### config.mk
export PLATFORM = sky130hd
export DESIGN_NAME = cmt_fsk_receiver_flat
export DESIGN_NICKNAME = d
export VERILOG_FILES = /design/src/rtl/cmt_pkg.sv /design/src/rtl/cmt_fsk_receiver_if.sv /design/src/rtl/cmt_period_classifier.sv /design/src/rtl/cmt_fsk_receiver.sv /design/src/flat_wrapper.sv
export SDC_FILE = /design/constraint.sdc
export NUM_CORES = 1
export LEC_CHECK = 0
export CAP_MARGIN = 20
export CORE_MARGIN = 2
export CORE_UTILIZATION = 52
export CTS_CLUSTER_DIAMETER = 30
export DETAILED_ROUTE_END_ITERATION = 7
export PLACE_DENSITY = 0.77
export SLEW_MARGIN = 10
export SYNTH_ARGS = -nofsm -noshare
export SYNTH_HDL_FRONTEND = slang
export SYNTH_SLANG_ARGS = --single-unit
### constraint.sdc
create_clock -name clk -period 2.1 [get_ports clk]
set_input_delay 0.21 -clock clk [delete_from_list [all_inputs] [get_ports clk]]
set_output_delay 0.21 -clock clk [all_outputs]
set_load 0.02 [all_outputs]
### src/rtl/cmt_pkg.sv
// Shared constants and types for the cassette FSK receiver.
// Cycle-length thresholds are rounded clock counts derived from the system clock rate.
package cmt_pkg;

    localparam int CLK_HZ_DEF    = 50_000_000;
    localparam int CARRIER_N_DEF = 16;

    // Frequencies bounding a valid tone cycle and splitting mark from space
    localparam int HZ_MIN   = 3000;
    localparam int HZ_SPLIT = 1800;
    localparam int HZ_MAX   = 900;

    function automatic int per_clk(input int clk_hz, input int hz);
        return (clk_hz + hz / 2) / hz;
    endfunction

    localparam int PER_MIN_DEF   = per_clk(CLK_HZ_DEF, HZ_MIN);
    localparam int PER_SPLIT_DEF = per_clk(CLK_HZ_DEF, HZ_SPLIT);
    localparam int PER_MAX_DEF   = per_clk(CLK_HZ_DEF, HZ_MAX);

    typedef enum logic [1:0] {
        MARK    = 2'd0,
        SPACE   = 2'd1,
        INVALID = 2'd2
    } tone_t;

    typedef enum logic [1:0] {
        IDLE  = 2'd0,
        DATA  = 2'd1,
        STOP1 = 2'd2,
        STOP2 = 2'd3
    } frame_state_t;

endpackage

### src/rtl/cmt_fsk_receiver_if.sv
// CPU-side CMT GPIO view: firmware drives enable/ack and polls the byte and status bits.
// No handshake backpressure; ack is a single-cycle pulse that clears the sticky flags.
interface cmt_fsk_receiver_if;
    logic       enable;
    logic       ack;
    logic [7:0] data_out;
    logic       ready;
    logic       overrun;
    logic       frame_err;
    logic       carrier;

    modport master (
        output enable, ack,
        input  data_out, ready, overrun, frame_err, carrier
    );

    modport slave (
        input  enable, ack,
        output data_out, ready, overrun, frame_err, carrier
    );
endinterface

### src/rtl/cmt_period_classifier.sv
// Synchronises cmt_in, measures rise-to-rise cycle length and labels each cycle mark/space/invalid.
// Outputs are registered pulses 3 clk after the cmt_in edge; no backpressure, results are not held.
module cmt_period_classifier
    import cmt_pkg::*;
#(
    parameter int PER_MIN   = PER_MIN_DEF,
    parameter int PER_SPLIT = PER_SPLIT_DEF,
    parameter int PER_MAX   = PER_MAX_DEF,
    parameter int CARRIER_N = CARRIER_N_DEF
) (
    input  logic  clk,
    input  logic  reset_n,
    input  logic  cmt_in,
    input  logic  enable,
    output logic  tone_valid,
    output tone_t tone,
    output logic  invalid,
    output logic  carrier
);

    localparam int              CW       = $clog2(CARRIER_N + 1);
    localparam logic [15:0]     MIN_C    = 16'(PER_MIN);
    localparam logic [15:0]     SPLIT_C  = 16'(PER_SPLIT);
    localparam logic [15:0]     MAX_C    = 16'(PER_MAX);
    localparam logic [CW-1:0]   CAR_FULL = CW'(CARRIER_N);

    logic          sync1, sync2, dly;
    logic          rise;
    logic [15:0]   per_cnt;
    logic          have_ref;
    logic [CW-1:0] car_cnt;
    tone_t         tone_c;

    assign rise    = sync2 & ~dly;
    assign carrier = (car_cnt == CAR_FULL);

    always_comb begin
        tone_c = SPACE;
        if (per_cnt < MIN_C || per_cnt >= MAX_C)
            tone_c = INVALID;
        else if (per_cnt < SPLIT_C)
            tone_c = MARK;
    end

    always_ff @(posedge clk or negedge reset_n) begin
        if (!reset_n) begin
            sync1 <= 1'b0;
            sync2 <= 1'b0;
            dly   <= 1'b0;
        end else begin
            sync1 <= cmt_in;
            sync2 <= sync1;
            dly   <= sync2;
        end
    end

    always_ff @(posedge clk or negedge reset_n) begin
        if (!reset_n) begin
            per_cnt    <= '0;
            have_ref   <= 1'b0;
            car_cnt    <= '0;
            tone_valid <= 1'b0;
            invalid    <= 1'b0;
            tone       <= MARK;
        end else if (!enable) begin
            per_cnt    <= '0;
            have_ref   <= 1'b0;
            car_cnt    <= '0;
            tone_valid <= 1'b0;
            invalid    <= 1'b0;
        end else begin
            tone_valid <= 1'b0;
            invalid    <= 1'b0;
            if (rise) begin
                per_cnt  <= 16'd1;
                have_ref <= 1'b1;
                // The first edge after a restart only opens the measurement window
                if (have_ref) begin
                    tone <= tone_c;
                    if (tone_c == INVALID) begin
                        invalid <= 1'b1;
                        car_cnt <= '0;
                    end else begin
                        tone_valid <= 1'b1;
                        if (car_cnt != CAR_FULL)
                            car_cnt <= car_cnt + 1'b1;
                    end
                end
            end else if (per_cnt == MAX_C - 16'd1) begin
                per_cnt  <= MAX_C;
                have_ref <= 1'b0;
                invalid  <= 1'b1;
                car_cnt  <= '0;
                tone     <= INVALID;
            end else if (per_cnt != MAX_C) begin
                per_cnt <= per_cnt + 16'd1;
            end
        end
    end

endmodule

### src/rtl/cmt_fsk_receiver.sv
// Turns FSK tone cycles into bits, frames 8N2 LSB-first bytes and holds them for firmware polling.
// ready rises 4 clk after the completing cmt_in edge; no backpressure, an unread byte is overwritten (overrun).
module cmt_fsk_receiver
    import cmt_pkg::*;
#(
    parameter int CLK_HZ    = CLK_HZ_DEF,
    parameter int CARRIER_N = CARRIER_N_DEF
) (
    input  logic               clk,
    input  logic               reset_n,
    input  logic               cmt_in,
    cmt_fsk_receiver_if.slave  gpio
);

    localparam int PER_MIN   = per_clk(CLK_HZ, HZ_MIN);
    localparam int PER_SPLIT = per_clk(CLK_HZ, HZ_SPLIT);
    localparam int PER_MAX   = per_clk(CLK_HZ, HZ_MAX);

    logic         tone_valid, invalid, carrier;
    tone_t        tone;

    tone_t        acc_tone;
    logic [2:0]   acc_cnt, next_cnt;
    logic         bit_vld, bit_val;

    frame_state_t state;
    logic [2:0]   bit_idx;
    logic [7:0]   shreg;
    logic [7:0]   data_q;
    logic         ready_q, overrun_q, frame_err_q;
    logic         deliver, ferr;

    cmt_period_classifier #(
        .PER_MIN   (PER_MIN),
        .PER_SPLIT (PER_SPLIT),
        .PER_MAX   (PER_MAX),
        .CARRIER_N (CARRIER_N)
    ) u_classifier (
        .clk        (clk),
        .reset_n    (reset_n),
        .cmt_in     (cmt_in),
        .enable     (gpio.enable),
        .tone_valid (tone_valid),
        .tone       (tone),
        .invalid    (invalid),
        .carrier    (carrier)
    );

    // Four mark cycles or two space cycles make one bit cell
    always_comb begin
        next_cnt = 3'd1;
        if (tone == acc_tone)
            next_cnt = acc_cnt + 3'd1;
        bit_val = (tone == MARK);
        bit_vld = tone_valid && gpio.enable &&
                  ((tone == MARK && next_cnt == 3'd4) || (tone == SPACE && next_cnt == 3'd2));
    end

    assign deliver = bit_vld &&  bit_val && (state == STOP2);
    assign ferr    = bit_vld && !bit_val && (state == STOP1 || state == STOP2);

    always_ff @(posedge clk or negedge reset_n) begin
        if (!reset_n) begin
            acc_tone <= MARK;
            acc_cnt  <= 3'd0;
        end else if (!gpio.enable || invalid) begin
            acc_tone <= MARK;
            acc_cnt  <= 3'd0;
        end else if (tone_valid) begin
            acc_tone <= tone;
            acc_cnt  <= bit_vld ? 3'd0 : next_cnt;
        end
    end

    always_ff @(posedge clk or negedge reset_n) begin
        if (!reset_n) begin
            state       <= IDLE;
            bit_idx     <= 3'd0;
            shreg       <= 8'h00;
            data_q      <= 8'h00;
            ready_q     <= 1'b0;
            overrun_q   <= 1'b0;
            frame_err_q <= 1'b0;
        end else begin
            // ack takes effect before a coincident delivery or framing error
            ready_q     <= deliver | (ready_q & ~gpio.ack);
            overrun_q   <= (overrun_q & ~gpio.ack) | (deliver & ready_q & ~gpio.ack);
            frame_err_q <= (frame_err_q & ~gpio.ack) | ferr;
            if (deliver)
                data_q <= shreg;

            if (!gpio.enable || invalid) begin
                state   <= IDLE;
                bit_idx <= 3'd0;
            end else if (bit_vld) begin
                case (state)
                    IDLE: begin
                        if (!bit_val) begin
                            state   <= DATA;
                            bit_idx <= 3'd0;
                        end
                    end
                    DATA: begin
                        shreg   <= {bit_val, shreg[7:1]};
                        bit_idx <= bit_idx + 3'd1;
                        if (bit_idx == 3'd7)
                            state <= STOP1;
                    end
                    STOP1:   state <= bit_val ? STOP2 : IDLE;
                    STOP2:   state <= IDLE;
                    default: state <= IDLE;
                endcase
            end
        end
    end

    assign gpio.data_out  = data_q;
    assign gpio.ready     = ready_q;
    assign gpio.overrun   = overrun_q;
    assign gpio.frame_err = frame_err_q;
    assign gpio.carrier   = carrier;

endmodule

### src/flat_wrapper.sv
// flat-port wrapper written by rule: the top's interface ports become plain ports
module cmt_fsk_receiver_flat import cmt_pkg::*;
#(
    parameter int CLK_HZ    = CLK_HZ_DEF,
    parameter int CARRIER_N = CARRIER_N_DEF
)
  (clk, reset_n, cmt_in, gpio_enable, gpio_ack, gpio_data_out, gpio_ready, gpio_overrun, gpio_frame_err, gpio_carrier);
  cmt_fsk_receiver_if gpio_i ();
  input  logic clk;
  input  logic reset_n;
  input  logic cmt_in;
  input wire logic [$bits(gpio_i.enable)-1:0] gpio_enable;
  input wire logic [$bits(gpio_i.ack)-1:0] gpio_ack;
  output wire logic [$bits(gpio_i.data_out)-1:0] gpio_data_out;
  output wire logic [$bits(gpio_i.ready)-1:0] gpio_ready;
  output wire logic [$bits(gpio_i.overrun)-1:0] gpio_overrun;
  output wire logic [$bits(gpio_i.frame_err)-1:0] gpio_frame_err;
  output wire logic [$bits(gpio_i.carrier)-1:0] gpio_carrier;
  assign gpio_i.enable = gpio_enable;
  assign gpio_i.ack = gpio_ack;
  assign gpio_data_out = gpio_i.data_out;
  assign gpio_ready = gpio_i.ready;
  assign gpio_overrun = gpio_i.overrun;
  assign gpio_frame_err = gpio_i.frame_err;
  assign gpio_carrier = gpio_i.carrier;
  cmt_fsk_receiver #(.CLK_HZ(CLK_HZ), .CARRIER_N(CARRIER_N)) u_core (.clk(clk), .reset_n(reset_n), .cmt_in(cmt_in), .gpio(gpio_i));
endmodule
Word level (Yosys, flattened, before mapping)
Index checks and enable logic that the tools add are counted.
{ "totals": {"ff_bits": 58, "inputBits": 5, "output_inout_bits": 12, "word_cells": 125} }
{ "classes": {"add_sub_neg": 4, "n_lt_le_gt_ge": 3, "n_eq_ne": 20, "n_mux": 43, "n_bitwise": 12, "n_reduce_logical": 25} }
{ "op_table": {"columns": ["cell", "n"], "rows": [
  ["$mux W16", 4],
  ["$lt A16 B15 Y1 const B", 2],
  ["$mux W5", 6],
  ["$mux W2", 11],
  ["$mux W3", 7],
  ["$add A16 B1 Y16 const B", 1],
  ["$eq A16 B16 Y1 const B", 1],
  ["$ge A16 B16 Y1 const B", 1],
  ["$ne A16 B16 Y1 const B", 1],
  ["$reduce_and A3 Y1", 5],
  ["$mux W1", 13],
  ["$logic_and A1 B1 Y1", 8],
  ["$pmux W2 S4", 1],
  ["$add A3 B1 Y3 const B", 2],
  ["$and A1 B1 Y1", 6],
  ["$eq A2 B2 Y1 const B", 3],
  ["$eq A3 B3 Y1 const B", 2],
  ["$ne A3 B1 Y1 const B", 2],
  ["$pmux W3 S2", 1],
  ["$reduce_bool A2 Y1", 3],
  ["$add A5 B1 Y5 const B", 1],
  ["$eq A5 B5 Y1 const B", 1],
  ["$ne A5 B5 Y1 const B", 1],
  ["$eq A2 B1 Y1 const B", 2],
  ["13 further kinds", 22]
]} }

Depth between registers and ports, before layout
Gate-level depths: netlist (run 1).
{ "depth": {"depth_word": 11, "mapped_depth": 8} }

Hierarchy
Synthesis (run 1) repeated with hierarchy kept, for this count alone.
{ "unflattened": {"cells_unflattened": 273, "area_unflattened_um2": 2974.1} }
{ "modules_own_cells": {"columns": ["module", "instances", "cells_each", "area_per_inst_um2", "seq_area_each_um2"], "rows": [
  ["cmt_period_classifier", 1, 170, 1644.1, 725.7],
  ["cmt_fsk_receiver", 1, 103, 1330.0, 725.7]
]} }

Least setup slack after synthesis (run 1)
Ideal clock, no wire load.
{ "synth_path": {"kind": "register to register", "start": "reg u_core.acc_cnt[0]", "end": "reg u_core.shreg[0]", "setup_time_ns": 0.125, "arrival_ns": 2.113, "setup_slack_ns": -0.137, "path_stages_with_launch": 8, "period_less_slack_ns": 2.237, "cell_sequence": "dfrtp_1 -> ha_1 -> and4b_1 -> mux2_2 -> nand4_2 -> nor4b_2 -> buf_2 -> mux2_2"} }
{ "synth_between": {"elab_chain_cells": 7} }
{ "synth_lines": {"columns": ["item", "line", "source"], "rows": [
  ["start, declared", "cmt_fsk_receiver.sv:23", "logic [2:0] acc_cnt, next_cnt;"],
  ["start signal, assigned", "cmt_fsk_receiver.sv:71", "acc_cnt <= bit_vld ? 3'd0 : next_cnt;"],
  ["$add A3 B1 Y3 (*)", "cmt_fsk_receiver.sv:53", "next_cnt = acc_cnt + 3'd1;"],
  ["$mux W3 (*)", "cmt_fsk_receiver.sv:52", "if (tone == acc_tone)"],
  ["$eq A3 B3 Y1 or $eq A3 B2 Y1 (tied branches)", "cmt_fsk_receiver.sv:56", "((tone == MARK && next_cnt == 3'd4) || (tone == SPACE && next_cnt == 3'd2));"],
  ["$logic_and A1 B1 Y1", "cmt_fsk_receiver.sv:56", null],
  ["$logic_or A1 B1 Y1 (*)", "cmt_fsk_receiver.sv:56", null],
  ["$logic_and A1 B1 Y1 (*)", "cmt_fsk_receiver.sv:55", "bit_vld = tone_valid && gpio.enable &&"],
  ["$reduce_and A3 Y1 (no source line) (*)", null, null],
  ["end signal, assigned", "cmt_fsk_receiver.sv:104", "shreg <= {bit_val, shreg[7:1]};"],
  ["end, declared", "cmt_fsk_receiver.sv:28", "logic [7:0] shreg;"]
]} }
Mark *: on every way between the ends. The rest lies on a longest branch, timed or not.
A chain may end at the register's enable or synchronous reset.

Worst setup path after layout (run 1)
{ "layout_path": {"start": "reg u_core.acc_cnt[1]", "end": "reg u_core.bit_idx[0]"} }
{ "layout_between": {"elab_chain_cells": 8} }
{ "layout_lines": {"columns": ["item", "line", "source"], "rows": [
  ["$add A3 B1 Y3 (*)", "cmt_fsk_receiver.sv:53", null],
  ["$mux W3 (*)", "cmt_fsk_receiver.sv:52", null],
  ["$eq A3 B3 Y1 or $eq A3 B2 Y1 (tied branches)", "cmt_fsk_receiver.sv:56", null],
  ["$logic_and A1 B1 Y1", "cmt_fsk_receiver.sv:56", null],
  ["$logic_or A1 B1 Y1 (*)", "cmt_fsk_receiver.sv:56", null],
  ["$logic_and A1 B1 Y1 (*)", "cmt_fsk_receiver.sv:55", null],
  ["$reduce_bool A2 Y1 (no source line) (*)", null, null],
  ["$reduce_and A3 Y1 (no source line) (*)", null, null],
  ["end signal, assigned", "cmt_fsk_receiver.sv:105", "bit_idx <= bit_idx + 3'd1;"],
  ["end, declared", "cmt_fsk_receiver.sv:27", "logic [2:0] bit_idx;"]
]} }
Marked as above.

==> impl_metrics.toml, run 1 <==
[pwr]
powerDensity_nw_per_um2 = 657
pwr-share-clk_pct = 48.1
switching_share_pct = 21.3
ir_drop_uv = 402
p_int_w = 0.00186
combPwrFrac_pct = 3.9
switching_power_w = 0.000502
seqPwrFrac_pct = 48.1
p_leak_nw = 1.65
total_power_w = 0.00236

[cts]
clk_pin_slew_ns = 0.07
cts.path.max_buffers = 2
cts_buffers = 9
clock_sinks = 58
cts_setup_buffers = 0
htree_num_levels = 3
cts_root_buffer = "clkbuf_8"
cts_tree = "yes"
insertion_delay_ns = 0.34

[detailed_routing]
routed-wl-met2_um = 2660
drt_iter0_drc = 136
routed.top_layer = "met4"
wl_met3_um = 157
wl_per_cell_um = 14.4
dr.pass1.iters = 4
wl_met1_um = 2780
drtAntennaViolNets = 0
vias = 2146
wl_um = 5700
drc_errors = 0
via_per_inst = 5.43

[die]
initial_core_util_pct = 53.2
rows = 27
fp.dieW_um = 78.8
dieArea_um2 = 6210
io_pins = 17
die_h_um = 78.8
core-area_um2 = 5470

[worst_setup_path]
worstRegToRegCells = 8
r2r_setup_slack_ns = 0.06
critical_path_arrival_ns = 2.26
worstPathMaxFanout = 9
cp.required_ns = 2.32
slowest_stage = "or3_1"
start_kind = "register"
rr_startpoint = "u_core.acc_cnt[1]"
cp-end-kind = "register"
r2r_end = "u_core.bit_idx[0]"
criticalPathCategory = "register to register"
cpPeakStageDelay_ns = 0.42
cp_cell_sequence = "ha_4 > and4b_1 > mux2_4 > nand4_4 > buf_4 > or3_1 > nand3_1 > o21ai_1"

[run]
maxCapViolCount = 0

[placement]
portBuffers = 16
dp_hpwl_um = 3850
place_congestion = 0.835
post_dp_cell_area_um2 = 3330

[synth]
synth_edf_count = 0
synth_top_area_share_pct = 49.8
synthFlopType = "dfrtp_1"
ys_seq_area_share_pct = 49.8
async_flop_share_pct = 100
ys_ff_latch = 58
ys_types = 56
synthesis.area_um2 = 2910
syn_nets = 286
synth.largest_area_cell = "dfrtp_1"
synth_warnings = 0
synth_area_leaders = "dfrtp_1 50%, mux2_2 6.6%, nor2_1 3.9%"
syn_area_per_cell_um2 = 10.6
netlist_instances = 274

[cells_and_area]
nets = 330
layout-drive-gt1-share_pct = 24.1
synthToLayoutAreaGrowth_pct = 23.2
diodes = 0
design_area_um2 = 3590

[hold_path]
hp-start = "cmt_in"
hold_depth = 1
holdPathEnd = "u_core.u_classifier.sync1"
hold_class = "input pin to register"

[run_status]
status = "complete, no violations"

[sta]
holdWs_ns = 0.314
finalClockSkew_ns = 0.00722
drv_slew = 0
min_period_ns = 2.04
fmax_mhz = 490
finalHoldViolations = 0
slew_headroom_pct = 75.3
final_min_period_over_clock_period_pct = 97.1
worstMarginPinSlew_ns = 0.368
setup_viol = 0

[grt]
globalRouteTotalUtil_pct = 19.6
grt.overflow.total = 0
grt_max_degree = 59
grt_pass1_wl_um = 9530
grt_pass1_vias = 2077
antenna_found_initial = 0
==> cells in the mapped netlist, types with 4 or more instances <==
cell and instances:
a21oi_1 8, dfrtp_1 58, ha_1 7, inv_1 12, mux2_2 17, nand2_1 18, nand2b_1 4, nand3_1 18
nand4_1 4, nor2_1 30, nor2b_1 5, nor3_1 7, o21ai_0 5, xnor2_1 8, xor2_1 10
==> flip-flops by register name, indices dropped and copies added (netlist names) <==
signal,cells
u_core.u_classifier.per_cnt,16
u_core.gpio.data_out,8
u_core.shreg,8
u_core.u_classifier.car_cnt,5
u_core.acc_cnt,3
u_core.bit_idx,3
u_core.acc_tone,2
u_core.state,2
u_core.u_classifier.tone,2
u_core.gpio.frame_err,1
u_core.gpio.overrun,1
u_core.gpio.ready,1
u_core.u_classifier.dly,1
u_core.u_classifier.have_ref,1
u_core.u_classifier.invalid,1
u_core.u_classifier.sync1,1
u_core.u_classifier.sync2,1
u_core.u_classifier.tone_valid,1
==> per-layer routing <==
metal  track usage [%]  up-vias
li1                  -     1053
met1              26.4     1058
met2              30.1       25
met3              5.91       10
met4              7.41        0
met5                 0        -
==> power by group through the flow <==
| stage | Combinational (W) | Sequential [W] | Clock (W) |
|---|---|---|---|
| after floorplan | 0.0000421 | 0.00115 | 0 |
| after global placement | 0.0000875 | 0.00115 | 0 |
| after detailed placement | 0.0000896 | 0.00115 | 0 |
| after CTS | 0.0000911 | 0.00113 | 0.00115 |
| after global routing | 0.000105 | 0.00113 | 0.00120 |
| final | 0.0000911 | 0.00113 | 0.00113 |
==> worst max-delay path: cells and delay by family, from the launching register on <==
family,cells,cell delay [ns]
AO/OA/AOI/OAI,1,0.07
adder cells (fa/ha/maj),1,0.28
buffers and inverters,1,0.19
flip-flops,1,0.41
multiplexers,1,0.15
AND/OR/NAND/NOR,4,0.81
==> kinds of logic after synthesis <==
logic type | Yosys count | share of synthesized area, %
AND/OR/NAND/NOR | 111 | 20.8
flip-flops | 58 | 49.8
AO/OA/AOI/OAI | 37 | 9.54
buffers and inverters | 24 | 4.12
multiplexers | 19 | 7.26
XOR/XNOR | 18 | 5.41
adder cells (fa/ha/maj) | 7 | 3.01
==> stage by stage <==
step	util (%)	setup slack [ns]	std cells	TNS, ns
after floorplan	-	0.00662	274	0
after CTS	65.0	0.0305	394	0
after global placement	60.8	0.109	377	0
final	65.6	0.0612	395	0
after detailed placement	60.8	0.0683	377	0
after global routing	65.6	-0.00972	395	-0.0203
==> how the worst max path moves through the flow <==
stage                                   startpoint                              to  cells past startpoint
global route                     u_core.acc_cnt[0]               u_core.bit_idx[0]                      8
finish                           u_core.acc_cnt[1]               u_core.bit_idx[0]                      8
CTS                              u_core.acc_cnt[1]         u_core.gpio.data_out[0]                      8
detailed placement               u_core.acc_cnt[1]         u_core.gpio.data_out[0]                      8
floorplan           u_core.u_classifier.car_cnt[0]  u_core.u_classifier.car_cnt[2]                      6
global placement                 u_core.acc_cnt[0]         u_core.gpio.data_out[4]                      8
==> cell type report <==
class	instances	area [µm²]
Fill cell	423	1880
Clock inverter	5	77.6
Timing Repair Buffer	44	383
Tap cell	72	90.1
Sequential cell	58	1450
Multi-Input combinational cell	192	1400
Inverter	13	48.8
Clock buffer	11	141
==> placed cells by master (no fill, tap or decap), drive strengths merged, types with 3 or more instances in the layout <==
cell type	n
xor2	10
nand4	5
a21oi	10
xnor2	8
nand2b	4
nor2	31
o211ai	3
o21ai	7
inv	12
ha	7
nand3	18
nand2	19
mux2	17
and4b	3
nor3	7
dfrtp	58
nor2b	5
a22o	3
o22ai	3
and3	3
clkbuf	11
clkinv	3
clkdlybuf4s50	14
buf	28
==> timing repair <==
action,CTS,global route
gates resized for setup,1,5
hold buffers,1,0
gates cloned,0,1
hold endpoints to repair,58,0
endpoints found under the setup margin,1,11
pin swaps,0,1
No activity file was read; power rests on OpenSTA's default activity.
==> inputs of run 2 (changes only) <==
Settings changed: CORE_MARGIN 2 to not set, CTS_BUF_LIST set to sky130_fd_sc_hd__clkbuf_2 sky130_fd_sc_hd__clkbuf_4 sky130_fd_sc_hd__clkbuf_8, PLACE_DENSITY 0.77 to 0.74.
Clock period 2.1 ns to 2.58 ns, I/O delays scaled along.
==> impl_metrics.toml, run 2 (same netlist as run 1, synthesis figures left out) <==
[cts]
cts_tree = "yes"
cts.path.max_buffers = 2
cts_buffers = 9
clk_pin_slew_ns = 0.07
clock_sinks = 58
cts_setup_buffers = 0
htree_num_levels = 3
cts_hold_buf = 1
post_cts_resized = 0
insertion_delay_ns = 0.34
cts_root_buffer = "clkbuf_8"

[detailed_routing]
drtAntennaViolNets = 0
wl_per_cell_um = 14.9
wl_um = 5520
drt_iter0_drc = 118
vias = 2110
via_per_inst = 5.69
dr.pass1.iters = 4
drc_errors = 0

[die]
dieArea_um2 = 5900
fp.dieW_um = 76.8
rows = 26
io_pins = 17
die_h_um = 76.8
initial_core_util_pct = 55.6
core-area_um2 = 5240

[sta]
slew_headroom_pct = 60.1
finalHoldViolations = 0
drv_slew = 0
fmax_mhz = 420
worstMarginPinSlew_ns = 0.597
min_period_ns = 2.38
finalSetupTns_ns = 0
setup_viol = 0
final_min_period_over_clock_period_pct = 92.2
rsz0062_at_grt = "false"
finalClockSkew_ns = 0.00801

[worst_setup_path]
cp_top_family = "simple AND/OR/NAND/NOR gates"
cp.buffers_inverters = 1
worstPathMaxFanout = 11
cp-end-kind = "register"
critical_path_arrival_ns = 2.60
cp.required_ns = 2.80
start_kind = "register"
slowest_stage = "dfrtp_1"
criticalPathCategory = "register to register"
cp_cell_sequence = "ha_1 > and4b_1 > mux2_2 > nand4_2 > nor4b_2 > buf_4 > mux2_2"
cpPeakStageDelay_ns = 0.42
path_common_cell = "mux2_2"

[grt]
globalRouteTotalUtil_pct = 21.7
antenna_found_initial = 0
grt.overflow.total = 0
grt_max_degree = 24
grt_pass1_vias = 2090
grt_pass1_wl_um = 9850

[cells_and_area]
multiInputGateArea_um2 = 1340
register_area_um2 = 1450
layout-drive-gt1-share_pct = 17.9
largest_reg_flops = 16
fillers = 417
synthToLayoutAreaGrowth_pct = 15.5
final_common_cell = "dfrtp_1"
top_register = "u_core.u_classifier.per_cnt"
nets = 308
final_cell_mix = "58 x dfrtp_1, 30 x nor2_1, 18 x nand3_1, 18 x nand2_1, 17 x mux2_2"
fin_util_pct = 64.2
diodes = 0

[placement]
place_congestion = 0.767
dp_hpwl_um = 3800
portBuffers = 16

[pwr]
p_leak_nw = 1.53
ir_drop_uv = 415
powerDensity_nw_per_um2 = 581

[hold_path]
hold_class = "input pin to register"

[run]
maxCapViolCount = 0

[run_status]
status = "complete, no violations"
-- run 2: cell count changes in the layout (fill, tap and decap cells not counted), sizes merged --
cell | previous run | this run
buf | 28 | 6
clkdlybuf4s50 | 14 | 15
clkbuf | 11 | 12
dlygate4sd2 | 1 | 0
clkinvlp | 1 | 0
-- run 2: worst register-to-register path: stages (launching register included) --
cell and delay [ns]:
dfrtp_1 0.42, ha_1 0.33, and4b_1 0.19, mux2_2 0.15, nand4_2 0.25, nor4b_2 0.33, buf_4 0.23, mux2_2 0.35
-- run 2: per-layer routing --
metal	global-route usage [%]	part of all wire [%]
met1	28.3	47
met3	6.19	3.4
met4	10.4	1.4
met5	0	0
met2	33.1	48
-- run 2: worst paths after layout --
check                      cells past startpoint  slack (ns)                 startpoint                   endpoint
setup / recovery                               7        0.20          u_core.acc_cnt[0]            u_core.shreg[0]
hold / removal                                 1        0.36                     cmt_in  u_core.u_classifier.sync1
setup reg to reg                               7        0.20          u_core.acc_cnt[0]            u_core.shreg[0]
hold reg to reg                                0        0.36  u_core.u_classifier.sync1  u_core.u_classifier.sync2
max in group asynchronous                      3        1.48                    reset_n    u_core.gpio.data_out[1]
min in group asynchronous                      2        0.43                    reset_n          u_core.acc_cnt[2]
-- run 2: power by group --
| part | leakage [nW] | switching, W | total, W | internal, W |
|---|---|---|---|---|
| clock | 0.120 | 0.000358 | 0.000965 | 0.000607 |
| combinational | 0.611 | 0.0000458 | 0.0000662 | 0.0000205 |
| sequential | 0.795 | 0.00000677 | 0.000923 | 0.000916 |
| total | 1.53 | 0.000410 | 0.00195 | 0.00154 |
-- run 2: stage by stage --
step	total power [W]	cell area, µm²	hold WS (ns)	std cells	setup slack (ns)
final	0.00195	3360	0.358	371	0.200
after global routing	0.00203	3360	0.353	371	0.0405
after CTS	0.00198	3360	0.341	371	0.173
after detailed placement	0.00101	3120	0.265	354	0.207
after global placement	0.00101	3120	0.272	354	0.333
after floorplan	0.000971	2910	-0.0376	274	0.343
-- run 2: layout make-up --
type | instances | area share [%]
Multi-Input combinational cell | 192 | 39.8
Inverter | 13 | 1.45
Clock inverter | 4 | 2.19
Sequential cell | 58 | 43.2
Tap cell | 70 | 2.60
Clock buffer | 12 | 4.72
Timing Repair Buffer | 22 | 6.03
